--- src/rtl/sd_arb_pkg.sv ---
// Shared types and sizes for the two-port SD sector arbiter.
package sd_arb_pkg;

    localparam int unsigned SECTOR_BYTES = 512;
    localparam int unsigned NUM_PORTS    = 2;
    localparam int unsigned BYTE_W       = 8;
    localparam int unsigned ADDR_W       = 32;
    localparam int unsigned BUF_AW       = $clog2(SECTOR_BYTES);
    localparam int unsigned IDX_W        = BUF_AW + 1;

    typedef enum logic [2:0] {
        ST_RESET_SD,
        ST_WAIT_INIT,
        ST_IDLE,
        ST_ISSUE,
        ST_XFER,
        ST_DONE
    } arb_state_e;

    typedef struct packed {
        logic              we;
        logic [ADDR_W-1:0] addr;
    } sd_req_t;

endpackage

--- src/rtl/sector_buffer.sv ---
// 512x8 single-port sector RAM with a registered read port.
module sector_buffer
    import sd_arb_pkg::*;
(
    input  logic              clk,
    input  logic              reset,
    input  logic              we,
    input  logic [BUF_AW-1:0] addr,
    input  logic [BYTE_W-1:0] wdata,
    output logic [BYTE_W-1:0] rdata
);

    logic [BYTE_W-1:0] mem [SECTOR_BYTES];

    always_ff @(posedge clk) begin
        if (we) begin
            mem[addr] <= wdata;
        end
    end

    always_ff @(posedge clk or negedge reset) begin
        if (!reset) begin
            rdata <= '0;
        end else begin
            rdata <= mem[addr];
        end
    end

endmodule

--- src/rtl/sd_sector_arbiter.sv ---
// Round-robin sector arbiter sharing one SD controller between two ports,
// with an internal sector buffer and a watchdog that resets a hung card.
module sd_sector_arbiter
    import sd_arb_pkg::*;
#(
    parameter int unsigned TIMEOUT_CYCLES = 50_000_000,
    parameter int unsigned SD_RST_CYCLES  = 256
) (
    input  logic                 clk,
    input  logic                 reset,
    input  logic [NUM_PORTS-1:0] req,
    input  logic [NUM_PORTS-1:0] we,
    input  logic [ADDR_W-1:0]    addr0,
    input  logic [ADDR_W-1:0]    addr1,
    output logic [NUM_PORTS-1:0] done,
    output logic                 err,
    output logic                 owner,
    output logic                 busy,
    input  logic [BUF_AW-1:0]    buf_addr,
    input  logic [BYTE_W-1:0]    buf_wdata,
    input  logic                 buf_we,
    output logic [BYTE_W-1:0]    buf_rdata,
    output logic                 sd_rd,
    output logic                 sd_wr,
    output logic [ADDR_W-1:0]    sd_address,
    output logic [BYTE_W-1:0]    sd_din,
    input  logic [BYTE_W-1:0]    sd_dout,
    input  logic                 sd_byte_available,
    input  logic                 sd_ready_for_next_byte,
    input  logic                 sd_ready,
    output logic                 sd_reset
);

    localparam int unsigned RST_W = $clog2(SD_RST_CYCLES + 1);
    localparam int unsigned WD_W  = $clog2(TIMEOUT_CYCLES + 1);

    arb_state_e state, state_nx;

    logic [RST_W-1:0]     rst_cnt, rst_cnt_nx;
    logic [WD_W-1:0]      wdog, wdog_nx;
    logic [IDX_W-1:0]     idx, idx_nx;
    sd_req_t              cur, cur_nx;
    logic                 owner_nx, busy_nx, err_nx;
    logic                 sd_rd_nx, sd_wr_nx, sd_reset_nx;
    logic [NUM_PORTS-1:0] done_nx;
    logic                 bav_q, rfn_q, cmd_seen, cmd_seen_nx;

    logic                 ram_we;
    logic [BUF_AW-1:0]    ram_addr;
    logic [BYTE_W-1:0]    ram_wdata, ram_rdata;

    logic grant, grant_port, in_xfer_phase, timeout, idx_full, bav_rise, rfn_fall, strobe;

    assign grant         = (state == ST_IDLE) && (|req);
    assign grant_port    = req[~owner] ? ~owner : owner;
    assign in_xfer_phase = (state == ST_ISSUE) || (state == ST_XFER);
    assign timeout       = in_xfer_phase && (wdog == WD_W'(TIMEOUT_CYCLES - 1));
    assign idx_full      = (idx == IDX_W'(SECTOR_BYTES));
    assign bav_rise      = sd_byte_available && !bav_q;
    assign rfn_fall      = rfn_q && !sd_ready_for_next_byte;
    assign strobe        = sd_rd || sd_wr;

    // State register
    always_ff @(posedge clk or negedge reset) begin
        if (!reset) begin
            state <= ST_RESET_SD;
        end else begin
            state <= state_nx;
        end
    end

    // Next-state logic; the watchdog overrides any in-flight transfer
    always_comb begin
        state_nx = state;
        unique case (state)
            ST_RESET_SD:  if (rst_cnt == '0) state_nx = ST_WAIT_INIT;
            ST_WAIT_INIT: if (sd_ready) state_nx = ST_IDLE;
            ST_IDLE:      if (|req) state_nx = ST_ISSUE;
            ST_ISSUE: begin
                if (timeout)                    state_nx = ST_RESET_SD;
                else if (strobe && !sd_ready)   state_nx = ST_XFER;
            end
            ST_XFER: begin
                if (timeout)       state_nx = ST_RESET_SD;
                else if (sd_ready) state_nx = ST_DONE;
            end
            ST_DONE:      state_nx = ST_IDLE;
            default:      state_nx = ST_RESET_SD;
        endcase
    end

    // Output / datapath next values, registered below
    always_comb begin
        rst_cnt_nx  = (state == ST_RESET_SD) ? rst_cnt - RST_W'(1) : RST_W'(SD_RST_CYCLES - 1);
        wdog_nx     = in_xfer_phase ? wdog + WD_W'(1) : '0;
        idx_nx      = idx;
        cmd_seen_nx = cmd_seen;
        cur_nx      = cur;
        owner_nx    = owner;

        if (grant) begin
            idx_nx      = '0;
            cmd_seen_nx = 1'b0;
            owner_nx    = grant_port;
            cur_nx.we   = we[grant_port];
            cur_nx.addr = grant_port ? addr1 : addr0;
        end else if (state == ST_XFER) begin
            if (!cur.we) begin
                if (bav_rise && !idx_full) idx_nx = idx + IDX_W'(1);
            end else if (rfn_fall) begin
                // First pulse belongs to the write command, not to a data byte
                if (!cmd_seen)      cmd_seen_nx = 1'b1;
                else if (!idx_full) idx_nx      = idx + IDX_W'(1);
            end
        end

        busy_nx     = (state_nx == ST_ISSUE) || (state_nx == ST_XFER);
        sd_rd_nx    = (state == ST_ISSUE) && (state_nx == ST_ISSUE) && !cur.we;
        sd_wr_nx    = (state == ST_ISSUE) && (state_nx == ST_ISSUE) && cur.we;
        sd_reset_nx = (state_nx == ST_RESET_SD);

        done_nx = '0;
        err_nx  = 1'b0;
        if (timeout) begin
            done_nx = NUM_PORTS'(1) << owner;
            err_nx  = 1'b1;
        end else if (state_nx == ST_DONE) begin
            done_nx = NUM_PORTS'(1) << owner;
            err_nx  = !cur.we && (idx_nx != IDX_W'(SECTOR_BYTES));
        end

        ram_we    = in_xfer_phase ? ((state == ST_XFER) && !cur.we && bav_rise && !idx_full)
                                  : (buf_we && !busy);
        ram_addr  = in_xfer_phase ? idx[BUF_AW-1:0] : buf_addr;
        ram_wdata = in_xfer_phase ? sd_dout : buf_wdata;
    end

    always_ff @(posedge clk or negedge reset) begin
        if (!reset) begin
            rst_cnt  <= RST_W'(SD_RST_CYCLES - 1);
            wdog     <= '0;
            idx      <= '0;
            cur      <= '0;
            cmd_seen <= 1'b0;
            bav_q    <= 1'b0;
            rfn_q    <= 1'b0;
            owner    <= 1'b1;
            busy     <= 1'b0;
            done     <= '0;
            err      <= 1'b0;
            sd_rd    <= 1'b0;
            sd_wr    <= 1'b0;
            sd_reset <= 1'b1;
        end else begin
            rst_cnt  <= rst_cnt_nx;
            wdog     <= wdog_nx;
            idx      <= idx_nx;
            cur      <= cur_nx;
            cmd_seen <= cmd_seen_nx;
            bav_q    <= sd_byte_available;
            rfn_q    <= sd_ready_for_next_byte;
            owner    <= owner_nx;
            busy     <= busy_nx;
            done     <= done_nx;
            err      <= err_nx;
            sd_rd    <= sd_rd_nx;
            sd_wr    <= sd_wr_nx;
            sd_reset <= sd_reset_nx;
        end
    end

    assign sd_address = cur.addr;
    assign sd_din     = ram_rdata;
    assign buf_rdata  = ram_rdata;

    sector_buffer u_buf (
        .clk   (clk),
        .reset (reset),
        .we    (ram_we),
        .addr  (ram_addr),
        .wdata (ram_wdata),
        .rdata (ram_rdata)
    );

endmodule

--- config.mk ---
export PLATFORM = sky130hd
export DESIGN_NAME = sd_sector_arbiter
export DESIGN_NICKNAME = d
export VERILOG_FILES = /design/src/rtl/sd_arb_pkg.sv /design/src/rtl/sector_buffer.sv /design/src/rtl/sd_sector_arbiter.sv
export SDC_FILE = /design/constraint.sdc
export NUM_CORES = 2
export LEC_CHECK = 0
export ABC_CLOCK_PERIOD_IN_PS = 10850
export BUFFER_PORTS_ARGS = -buffer_cell sky130_fd_sc_hd__buf_2
export CAP_MARGIN = 20
export CELL_PAD_IN_SITES_DETAIL_PLACEMENT = 1
export CELL_PAD_IN_SITES_GLOBAL_PLACEMENT = 2
export CORE_MARGIN = 2
export CORE_UTILIZATION = 45
export DETAILED_ROUTE_END_ITERATION = 12
export MAX_ROUTING_LAYER = met4
export PLACE_DENSITY = 0.84
export REMOVE_ABC_BUFFERS = 1
export SYNTH_ARGS = -nofsm -noshare
export SYNTH_HDL_FRONTEND = slang
export SYNTH_SLANG_ARGS = --single-unit
--- constraint.sdc ---
create_clock -name clk -period 10.85 [get_ports clk]
set_input_delay 0.5425 -clock clk [delete_from_list [all_inputs] [get_ports clk]]
set_output_delay 0.5425 -clock clk [all_outputs]
set_load 0.02 [all_outputs]
==> impl_metrics.tcl <==
set metrics [dict create \
    status "complete, but fails checks" \
    violations "slew limit" \
    clockBufferDepth 4 \
    worstPathCellList "nand3b_4 > buf_4 > a31o_4 > nor2_4 > buf_4 > buf_4 > mux2_2 > a2111oi_0 > buf_4 > o21ai_0 > or4_1 > nor4_1 > nand4_1" \
    fp.dieArea_um2 379000 \
    setup_tns_ps 0 \
    cp_max_fo 56 \
    n_fill_cell 34900 \
    fin_crit_sh 0.720 \
    synth-edff-count 4096 \
    setup_ws_ps 3040 \
    ys_ff_latch 4196 \
    firstDrtPassIters 9 \
    path_delay_family "simple AND/OR/NAND/NOR gates" \
    hold_viol 0 \
    cp_slowest_stage_delay_ps 940 \
    multi_input_area_um2 39500 \
    std_cell_rows 224 \
    hpwlAfterDp_um 364000 \
    clock_latency_ps 1040 \
    seq_area_um2 126000 \
    cpMostUsedCell "buf_4" \
    slew_violations 27 \
    placed_cells 15300 \
    synth_ff_type "edfxtp_1" \
    ioPinCount 155 \
    synth_top_area_share 0.730 \
    sequentialPowerShare 0.418 \
    start_util 0.452 \
    grt_pass1_vias 109000 \
    fmax_ghz 0.128 \
    yosysWarnings 0 \
    drt-initial-drc-count 16800 \
    vias 110000 \
    hold_class "input pin to flop" \
    dpl_cell_area_um2 175000 \
    fin_cells 16200 \
    routedWlPerCell_um 37.5 \
    slew_headroom -0.0109 \
    vias_per_cell 6.76 \
    grt_max_degree 244 \
    die_y_um 616 \
    worstPathArrival_ps 8650 \
    clockPowerShare 0.323 \
    yosysSeqAreaShare 0.745 \
    grt-ovfl-total 0 \
    cts.clk_slew.worst_paths_ps 60 \
    wirelength_um 607000 \
    critPathBufInv 4 \
    finalSetupViolCount 0 \
    nets 10900 \
    cts_tree "yes" \
    yosysMostFrequentCell "edfxtp_1" \
    synth_top_area_cell "edfxtp_1" \
    synth-async-reset-ratio 0.0238 \
    totalPowerFinal_mw 47.3 \
    startpoint_type "flop" \
    cts_inserted_buffers 427 \
    power.density_nw_per_um2 248 \
    min_period_ps 7810 \
    rsz0062_at_grt "false" \
    cp_slowest_cell "dfrtp_1" \
    antenna_found_initial 57 \
    yosys-top-cells-count "4096 x edfxtp_1, 994 x nand2_1, 600 x nor2_1, 559 x nand3_1, 472 x clkbuf_1" \
    design.core.area_um2 372000 \
    drive_above_1_share 0.149 \
    internal_power_mw 31.4 \
    power.leakage_nw 61.1 \
    total_switching_power_mw 15.8 \
    final_antenna_net_count 0 \
    tightest_slew_ps 1520 \
    die_w_um 616 \
    skew_ps 68.7 \
    synthCells 10700 \
    cp_data_required_time_ps 11690 \
    end_kind "flop" \
    ir_worst_vdd_uv 223 \
    drv_cap 0 \
    fin_area_um2 190000 \
    area_growth_pct 12.9 \
    htreeDepth 5 \
    yosysUniqueCellTypes 94 \
    synth_area_leaders "edfxtp_1 73%, mux4_2 4.8%, nand2_1 2.2%" \
    cts_setup_buffers 0 \
    grt_usage 0.321 \
    route.detailed.drc 0 \
    grt_pass1_wl_um 845000 \
    syn-mean-instance-area_um2 15.8 \
    gp_congestion 0.987 \
    root_buffer "clkbuf_16" \
    syn-cell-area_um2 169000 \
    combinationalPowerShare 0.258 \
    switching_share 0.335 \
    clkSinkCount 4196 \
    path_class "flop to flop" \
    dp_slack_ps 3380 \
    port_buffers 154 \
]
-- layer usage --
layer  vias up  GRT usage  routed length [µm]
met4         0      0.199               43100
met1     56800      0.399              215000
met3      1753     0.0800               75400
li1      42700          -                   -
met2      8197      0.474              274000
met5         -          -                   0
-- area by class of cell --
class	instances	area share
flip-flops and latches	4196	0.660
multi-input cells	5611	0.208
clock buffers	523	0.0592
well taps	4972	0.0327
repair buffers	567	0.0243
clock inverters	273	0.0157
diodes	48	0.000631
inverters	7	0.000138
-- power groups by stage --
stage	Clock (mW)	Sequential (mW)	Combinational [mW]
detailed placement	0	20.1	11.6
global route	15.8	19.8	12.5
finish	15.3	19.8	12.2
CTS	15.3	19.8	11.8
global placement	0	20.1	11.2
floorplan	0	21.3	9.60
-- worst reg2reg max path: cells and delay by family, from the launching register on --
kind,cells,cell delay (ps)
AND/OR/NAND/NOR,5,2500
flip-flops,1,940
multiplexers,1,450
AO/OA/AOI/OAI,3,1490
buffers and inverters,4,2240
-- metrics by stage --
stage / utilization / hold WS [ps]
3_5_place_dp: 0.470 / 459
6_report: 0.511 / 101
5_1_grt: 0.511 / 137
4_1_cts: 0.510 / 42.8
3_3_place_gp: 0.469 / 437
2_1_floorplan: - / 247
-- path summary, 6_finish.rpt --
kind / startpoint / endpoint / slack (ps) / depth (start not counted)
setup / recovery: state[1]$_DFF_PN0_ / u_buf.rdata[4]$_DFF_PN0_ / 3040 / 13
min in group asynchronous: reset / sd_address[16]$_DFFE_PN0P_ / 140 / 2
max in group asynchronous: reset / u_buf.rdata[5]$_DFF_PN0_ / 9410 / 3
setup reg to reg: state[1]$_DFF_PN0_ / u_buf.rdata[4]$_DFF_PN0_ / 3040 / 13
hold / removal: we[1] / cur[32]$_DFFE_PN0P_ / 100 / 3
hold reg to reg: rst_cnt[0]$_DFF_PN1_ / rst_cnt[0]$_DFF_PN1_ / 470 / 1
-- kinds of logic after synthesis --
logic type	synth area share
buffers and inverters	0.0241
xor gates and xnor gates	0.00166
adders and majority gates	0.000371
and+or+nand+nor	0.0743
muxes	0.0713
AOI/OAI and AO/OA	0.0834
DFF	0.745
-- state kept, by name, indices dropped and copies added, names as in the netlist --
signal / flops
bav_q: 1
busy: 1
cmd_seen: 1
cur: 1
done: 2
err: 1
idx: 10
owner: 1
rfn_q: 1
rst_cnt: 9
sd_address: 32
sd_rd: 1
sd_reset: 1
sd_wr: 1
state: 3
u_buf.mem: 4096
u_buf.rdata: 8
wdog: 26
-- cell usage in the layout (no fill, tap or decap), types with 53 or more instances in the layout --
cell type      instances
a2111oi_0             85
a211oi_1             282
a21oi_1              324
a22oi_1              165
a31oi_1              200
a32oi_1              116
and2_1                56
and3_1               226
buf_2                160
buf_4                272
bufinv_16             60
clkbuf_1              81
clkbuf_16            434
clkinv_1              90
clkinv_2              87
dfrtp_1               90
dlygate4sd3_1         68
edfxtp_1            4096
mux2_2                53
mux2i_1              335
mux4_2               358
nand2_1              967
nand3_1              558
nand4_1               69
nor2_1               587
nor4_1                54
o211ai_1              63
o21ai_0              436
o22ai_1              131
-- repair_timing --
item	in CTS	in global routing
hold buffers	68	0
resized for setup	0	0
endpoints found under the setup margin	0	0
hold endpoints to repair	93	0
Note: power is estimated with default switching activity, not from simulation.
